## src/rtl/comp_acc_pkg.sv

```systemverilog
// rtl/comp_acc_pkg.sv - shared op encodings, FSM states and sizing helper for comp_acc_display
package comp_acc_pkg;

  localparam logic [1:0] OP_LOAD = 2'b00;
  localparam logic [1:0] OP_ADD  = 2'b01;
  localparam logic [1:0] OP_SUB  = 2'b10;
  localparam logic [1:0] OP_CLR  = 2'b11;

  typedef enum logic {
    S_IDLE = 1'b0,
    S_CONV = 1'b1
  } state_t;

  // Smallest counter width (at least 1) able to count n distinct steps.
  function automatic int cnt_width(input int n);
    int w;
    w = 1;
    while ((1 << w) < n) w = w + 1;
    return w;
  endfunction

endpackage

```

## src/rtl/bin2bcd_seq.sv

```systemverilog
// rtl/bin2bcd_seq.sv - sequential double-dabble converter, one shift/add-3 iteration per cycle
module bin2bcd_seq
  import comp_acc_pkg::*;
#(
  parameter int ACC_WIDTH = 8,
  parameter int DIGITS    = 3
) (
  input  logic                  clk,
  input  logic                  rst,
  input  logic                  start,
  input  logic [ACC_WIDTH-1:0]  mag,
  output logic                  busy,
  output logic                  done,
  output logic [4*DIGITS-1:0]   bcd
);

  localparam int CW = cnt_width(ACC_WIDTH);
  localparam int SW = 4 * DIGITS;

  logic [ACC_WIDTH-1:0]    shreg;
  logic [SW-1:0]           scratch;
  logic [SW-1:0]           adj;
  logic [CW-1:0]           cnt;
  logic [SW+ACC_WIDTH-1:0] pair_next;

  always_comb begin
    adj = scratch;
    for (int d = 0; d < DIGITS; d++) begin
      if (scratch[4*d +: 4] >= 4'd5) adj[4*d +: 4] = scratch[4*d +: 4] + 4'd3;
    end
    pair_next = {adj, shreg} << 1;
  end

  // done marks the cycle of the final iteration so the caller can retire on the same edge.
  assign done = busy && (cnt == CW'(ACC_WIDTH - 1));

  always_ff @(posedge clk) begin
    if (rst) begin
      busy    <= 1'b0;
      cnt     <= '0;
      shreg   <= '0;
      scratch <= '0;
      bcd     <= '0;
    end else if (start) begin
      busy    <= 1'b1;
      cnt     <= '0;
      shreg   <= mag;
      scratch <= '0;
    end else if (busy) begin
      {scratch, shreg} <= pair_next;
      cnt              <= cnt + 1'b1;
      if (done) begin
        busy <= 1'b0;
        cnt  <= '0;
        bcd  <= pair_next[SW+ACC_WIDTH-1 -: SW];
      end
    end
  end

endmodule

```

## src/rtl/comp_acc_display.sv

```systemverilog
// rtl/comp_acc_display.sv - signed accumulator with handshake and sign/BCD display conversion
module comp_acc_display
  import comp_acc_pkg::*;
#(
  parameter int DATA_WIDTH = 4,
  parameter int ACC_WIDTH  = 8,
  parameter int DIGITS     = 3
) (
  input  logic                  clk,
  input  logic                  rst,
  input  logic                  in_valid,
  output logic                  in_ready,
  input  logic [DATA_WIDTH-1:0] in_data,
  input  logic [1:0]            in_op,
  output logic [ACC_WIDTH-1:0]  acc_out,
  output logic                  ovf,
  output logic                  neg,
  output logic [4*DIGITS-1:0]   bcd,
  output logic                  disp_valid
);

  localparam int M = ACC_WIDTH - 1;

  state_t               state;
  logic                 conv_busy;
  logic                 conv_done;
  logic                 hs;
  logic [ACC_WIDTH-1:0] ext;
  logic [ACC_WIDTH-1:0] neg_ext;
  logic [ACC_WIDTH-1:0] acc_next;
  logic [ACC_WIDTH-1:0] mag;
  logic                 ovf_next;

  assign in_ready = (state == S_IDLE) && !conv_busy;
  assign hs       = in_valid && in_ready;

  always_comb begin
    ext      = ACC_WIDTH'($signed(in_data));
    neg_ext  = -ext;
    acc_next = acc_out;
    ovf_next = ovf;
    case (in_op)
      OP_LOAD: begin
        acc_next = ext;
        ovf_next = 1'b0;
      end
      OP_ADD: begin
        acc_next = acc_out + ext;
        if (acc_out[M] == ext[M] && acc_next[M] != acc_out[M]) ovf_next = 1'b1;
      end
      OP_SUB: begin
        // Subtraction is treated as adding the negated operand for the overflow rule.
        acc_next = acc_out + neg_ext;
        if (acc_out[M] == neg_ext[M] && acc_next[M] != acc_out[M]) ovf_next = 1'b1;
      end
      default: begin
        acc_next = '0;
        ovf_next = 1'b0;
      end
    endcase
    // The most negative value maps to 2**(ACC_WIDTH-1), which still fits unsigned.
    mag = acc_next[M] ? -acc_next : acc_next;
  end

  always_ff @(posedge clk) begin
    if (rst) begin
      state      <= S_IDLE;
      acc_out    <= '0;
      ovf        <= 1'b0;
      neg        <= 1'b0;
      disp_valid <= 1'b1;
    end else begin
      case (state)
        S_IDLE: begin
          if (hs) begin
            acc_out    <= acc_next;
            ovf        <= ovf_next;
            neg        <= acc_next[M];
            disp_valid <= 1'b0;
            state      <= S_CONV;
          end
        end
        S_CONV: begin
          if (conv_done) begin
            disp_valid <= 1'b1;
            state      <= S_IDLE;
          end
        end
        default: state <= S_IDLE;
      endcase
    end
  end

  bin2bcd_seq #(
    .ACC_WIDTH (ACC_WIDTH),
    .DIGITS    (DIGITS)
  ) u_bin2bcd (
    .clk   (clk),
    .rst   (rst),
    .start (hs),
    .mag   (mag),
    .busy  (conv_busy),
    .done  (conv_done),
    .bcd   (bcd)
  );

endmodule

```

## config.mk

```make
export PLATFORM = sky130hd
export DESIGN_NAME = comp_acc_display
export DESIGN_NICKNAME = d
export VERILOG_FILES = /design/src/rtl/comp_acc_pkg.sv /design/src/rtl/bin2bcd_seq.sv /design/src/rtl/comp_acc_display.sv
export SDC_FILE = /design/constraint.sdc
export NUM_CORES = 1
export LEC_CHECK = 0
export ABC_AREA = 1
export BUFFER_PORTS_ARGS = -buffer_cell sky130_fd_sc_hd__buf_2
export CAP_MARGIN = 0
export CORE_ASPECT_RATIO = 1.25
export CORE_MARGIN = 1.5
export CORE_UTILIZATION = 49
export DETAILED_ROUTE_END_ITERATION = 8
export PLACE_DENSITY = 0.77
export SLEW_MARGIN = 20
export SYNTH_ARGS = -nofsm -noshare
export SYNTH_HDL_FRONTEND = slang
export SYNTH_HIERARCHICAL = 1
export SYNTH_SLANG_ARGS = --single-unit
export TNS_END_PERCENT = 5
```

## constraint.sdc

```tcl
create_clock -name clk -period 3 [get_ports clk]
set_input_delay 0 -clock clk [delete_from_list [all_inputs] [get_ports clk]]
set_output_delay 0 -clock clk [all_outputs]
set_load 0.05 [all_outputs]
```

; ---- Word level (Yosys, flattened, before mapping)
; Cells that the tools add are included.
[totals]
regBits = 48
word_cells = 66
in_bits = 9
out_inout_bits = 24
[classes]
add_sub_neg = 8
n_eq_ne = 11
muxes = 19
n_bitwise = 2
reduce_logical = 13
n_lt_le_gt_ge = 3
[ops]
columns = op, count
row1 = $mux 8, 3
row2 = $pmux 8 s3, 1
row3 = $add 8x8->8, 2
row4 = $neg 8->8, 2
row5 = $ge 4x3->1 const B, 3
row6 = $add 4x2->4 const B, 2
row7 = $mux 1, 8
row8 = $mux 4, 2
row9 = $mux 3, 2
row10 = $ne 2x2->1 const B, 3
row11 = $pmux 1 s2, 3
row12 = $logic_and 1x1->1, 5
row13 = $reduce_and 2->1, 2
row14 = $reduce_and 4->1, 1
row15 = $add 3x1->3 const B, 1
row16 = $add 3x2->3 const B, 1
row17 = $eq 3x3->1 const B, 1
row18 = $reduce_and 3->1, 1
row19 = $eq 1x1->1, 2
row20 = $eq 2x1->1 const B, 1
row21 = $eq 2x2->1 const B, 1
row22 = $logic_not 2->1, 1
row23 = $ne 1x1->1, 2
row24 = $ne 2x1->1 const B, 1
row25 = 4 further kinds, 5

; ---- Depth between registers and ports, before layout
[depth]
depth_word = 6
ltp_mapped = 20

; ---- By module
; Netlist, hierarchy kept.
[modules_own_cells]
columns = module, seq_area_each_um2, cells_each, area_per_inst_um2, instances
row1 = bin2bcd_seq, 720.7, 247, 1769.2, 1
row2 = comp_acc_display, 220.2, 268, 1661.6, 1

; ---- Worst setup path before layout
; Ideal clock, no wire load.
[synth_path]
path_kind = register -> register
startpoint = register acc_out[0]
endpoint = register u_bin2bcd.shreg[6]
arrival_time_ps = 2508
required_ps = 2879
setup_slack_ps = 371
period_less_slack_ps = 2629
path_stages_with_launch = 14
path_cell_list = dfxtp_1 -> ha_1 -> inv_1 -> fa_1 -> o211ai_1 -> nand2_1 -> ha_1 -> nand2_1 -> a21oi_2 -> nand3_1 -> nand3_1 -> nand2_1 -> o21ai_0 -> nor3_2
[synth_between]
elab_chain_len = 5
elab_cells_between_ends = 6
[synth_rtl]
columns = element, line
row1 = "start, declared", comp_acc_display.sv:15  ; output logic [ACC_WIDTH-1:0] acc_out,
row2 = "start signal, assigned", comp_acc_display.sv:76  ; acc_out <= acc_next;
row3 = "$add 8x8->8, on equally long branches", "comp_acc_display.sv:53, comp_acc_display.sv:48"
row4 = $pmux 8 s3 (*), comp_acc_display.sv:42  ; case (in_op)
row5 = $neg 8->8, comp_acc_display.sv:62  ; mag = acc_next[M] ? -acc_next : acc_next;
row6 = $mux 8 (*), comp_acc_display.sv:62
row7 = via mag[6], comp_acc_display.sv:31  ; logic [ACC_WIDTH-1:0] mag;
row8 = $mux 8 (*), bin2bcd_seq.sv:44  ; end else if (start) begin
row9 = "end signal, assigned", bin2bcd_seq.sv:47  ; shreg <= mag;
row10 = "end signal, assigned", bin2bcd_seq.sv:50  ; {scratch, shreg} <= pair_next;
row11 = "end, declared", bin2bcd_seq.sv:20  ; logic [ACC_WIDTH-1:0] shreg;
; Mark *: on every way through the listed nets, which the timed path passes. The rest lies on a longest branch.
; A chain may end at the register's enable or synchronous reset.

; ---- Final worst setup path
; Same ends and word-level chain as after synthesis.

==> results by group <==
Die
  • IO Pins: 33
  • Std-Cell Rows: 33
  • Die Wd: 77.8 µm
  • Initial Util: 51.6%
  • Die height: 96.6 µm
  • Total core area: 6650 µm²
  • Die area: 7520 µm²

Detailed routing
  • Drt first-iter violations: 131
  • Final wirelength: 7.55 mm
  • Routed WL per cell: 12.0 µm
  • Post-route ant nets: 0
  • Number of vias per cell: 5.20
  • Vias: 3,282
  • Top Metal Used: met4
  • Drc violations: 0
  • DRT Pass-1 Iters: 4
  • Met2 routed WL: 3.85 mm
  • Metal3 WL: 300 µm
  • Met1 wire length: 3.23 mm

STA
  • Min cycle time layout: 2.45 ns
  • RSZ-0062 raised after global routing: no
  • PnR worst setup slack: 0.554 ns
  • Final hold vios: 0
  • Hold Slack: 0.0722 ns
  • Slew Limit Headroom: 65.8%
  • Fin. max-slew vios: 0
  • Total negative slack: 0 ns
  • Max frequency: 409 MHz
  • Final setup vio count: 0
  • Period utilization: 81.5%
  • Tightest Pin Transition: 0.511 ns
  • Setup Skew: 0.00995 ns

Clocking
  • CTS buffer count: 5
  • Clk sinks: 47
  • Worst-case clock buffer depth: 2
  • CTS tree: done
  • H-tree depth: 2
  • Clk_lat worst skew: 0.30 ns
  • Clk root buf: clkbuf_8
  • Clock-pin slew on the worst setup and hold paths: 0.09 ns

Critical path
  • Crit path DAT: 2.65 ns
  • CP Launch Type: flip-flop
  • Critical path class: flip-flop to flip-flop
  • Reg-to-Reg End: u_bin2bcd/shreg[6]$_SDFFE_PP0P_
  • CP required: 3.20 ns
  • R2R Setup Slk: 0.55 ns
  • RR Startpoint: acc_out[0]$_SDFFE_PP0P_
  • Worst-path maximum fanout: 5
  • R2R cell count: 13
  • Crit. End Element: flip-flop

GRT
  • Number of global-route vias before repair: 3,044
  • Initial antenna violation count: 0
  • GRT overflow: 0
  • GRT Resource Usage Total: 21.3%
  • Largest net degree at the start of global routing: 27
  • First-pass GRT wire length: 12.8 mm

Power and ir drop
  • Sw frac: 39.3%
  • Pint: 0.00103 W
  • Sequential power share: 42.0%
  • Pleak: 1.95 nW
  • Switch Pwr: 0.000667 W
  • Max rail drop VDD: 281 µV
  • Pwr Density: 455 nW/µm²
  • Gate power share: 35.8%
  • Clk pwr share: 22.3%

Finish
  • Post-layout util: 56.1%
  • Filler cell count: 644
  • Commonest non-fill, non-tap cell in the layout: nand2_1
  • Most frequent cells in the layout: nand2_1 (107), inv_1 (81), nand3_1 (51)
  • ANT cells: 0
  • Final instance area: 3730 µm²
  • Nets@finish: 584
  • Syn-to-layout area delta: 8.61%
  • Layout cells sized above 1: 14.5%

Yosys
  • Yosys reg bits: 47
  • Distinct cell type count after synthesis: 36
  • Gate Count Post-Synth: 515
  • Post-synth EDFFs: 0
  • Asr flop ratio synth: 0%
  • Main synth FF type: dfxtp_1
  • Register area share after synthesis: 27.4%
  • Synth warn: 6
  • Mapped Nets: 555
  • Cell area after synthesis: 3430 µm²
  • Post-synthesis average cell area: 6.66 µm²

Min path
  • Hold/Removal Path Class: input port to flip-flop
  • Hold Crit Depth: 2
  • Endpoint, Worst Hold: u_bin2bcd/busy$_SDFF_PP0_
  • Hold_sp: rst

Placed design
  • Pre-CTS setup slack: 0.546 ns
  • HPWL Detailed: 5.75 mm
  • Placed Area: 3630 µm²
  • GPL Wtd Cong: 0.911
  • I/O Buffers: 32

Status
  • Outcome: complete, no violations

Job
  • Max-cap violation count: 0
cell usage after synthesis, types with 5 or more instances:
master   count  area (µm²)
nand2_1    107         402
inv_1       81         304
nand3_1     51         255
dfxtp_1     47         941
a21oi_1     39         195
nor2_1      38         143
ha_1        29         363
o21ai_0     29         145
nor3_1      12        60.1
nand4_1     10        62.6
buf_2        8        40.0
nand3_2      7        70.1
inv_2        6        22.5
nand2_2      6        37.5
o21ai_1      6        30.0
nor2_2       5        31.3
sequential cells by signal, indices dropped and copies added, names as in the netlist, 3 cells and up:
| register | cells |
|---|---|
| u_bin2bcd/cnt | 3 |
| acc_out | 8 |
| u_bin2bcd/shreg | 8 |
| u_bin2bcd/scratch | 12 |
| u_bin2bcd/bcd | 12 |
metal layers:
metal / GRT usage (%) / vias to the layer above
li1: - / 1722
met1: 23.0 / 1468
met2: 40.9 / 77
met3: 3.66 / 15
met4: 8.64 / 0
met5: 0 / -
metrics by stage:
step | instances | total power (W)
global placement | 623 | 0.00131
finish | 631 | 0.00170
floorplan | 515 | 0.00121
global route | 631 | 0.00181
detailed placement | 623 | 0.00133
CTS | 631 | 0.00170
repair_timing:
item | CTS | global route
setup buffers | 0 | 0
gates resized for setup | 0 | 0
hold buffers | 1 | 0
endpoints found under the hold margin | 1 | 0
power by group through the flow:
| stage | logic (W) | registers (W) | clock network [W] |
|---|---|---|---|
| after floorplan | 0.000444 | 0.000764 | 0 |
| after global placement | 0.000590 | 0.000724 | 0 |
| after detailed placement | 0.000602 | 0.000726 | 0 |
| after CTS | 0.000606 | 0.000711 | 0.000386 |
| after global routing | 0.000683 | 0.000718 | 0.000410 |
| final | 0.000607 | 0.000712 | 0.000378 |
worst max path at each step:
| stage | start | cells past startpoint | end | slack (ns) |
|---|---|---|---|---|
| 6_report | acc_out[0]$_SDFFE_PP0P_ | 13 | u_bin2bcd/shreg[6]$_SDFFE_PP0P_ | 0.55 |
| 4_1_cts | acc_out[0]$_SDFFE_PP0P_ | 13 | u_bin2bcd/shreg[6]$_SDFFE_PP0P_ | 0.55 |
| 3_3_place_gp | in_data[1] | 19 | u_bin2bcd/shreg[6]$_SDFFE_PP0P_ | 0.59 |
| 2_1_floorplan | acc_out[0]$_SDFFE_PP0P_ | 13 | u_bin2bcd/shreg[6]$_SDFFE_PP0P_ | 0.37 |
| 5_1_grt | acc_out[0]$_SDFFE_PP0P_ | 13 | u_bin2bcd/shreg[6]$_SDFFE_PP0P_ | 0.29 |
| 3_5_place_dp | acc_out[0]$_SDFFE_PP0P_ | 13 | u_bin2bcd/shreg[6]$_SDFFE_PP0P_ | 0.55 |
logic make-up (layout without fill, tap and decap cells):
group | Yosys count | after routing | share of synthesized area (%)
buffers and inverters | 103 | 132 | 12.5
xor gates and xnor gates | 3 | 3 | 0.766
AOI/OAI and AO/OA | 81 | 81 | 12.5
DFF | 47 | 47 | 27.4
adders and majority gates | 31 | 31 | 11.7
and+or+nand+nor | 250 | 250 | 35.1
worst max-delay path: stages (launching register included):
cell      delay (ns)
dfxtp_1         0.35
ha_1            0.26
inv_1           0.08
fa_1            0.48
o211ai_1        0.10
nand2_1         0.15
ha_1            0.21
nand2_1         0.07
a21oi_2         0.14
nand3_1         0.11
nand3_1         0.08
nand2_1         0.05
o21ai_0         0.21
nor3_2          0.05
final cells by class:
class / count / area [µm²] / share of cell area [%]
repair buffers: 35 / 185 / 4.97
clock buffers: 5 / 68.8 / 1.85
flip-flops and latches: 47 / 941 / 25.3
well taps: 87 / 109 / 2.92
multi-input cells: 365 / 2060 / 55.3
clock inverters: 2 / 13.8 / 0.369
inverters: 90 / 348 / 9.34
(Power assumes the default switching activity.)
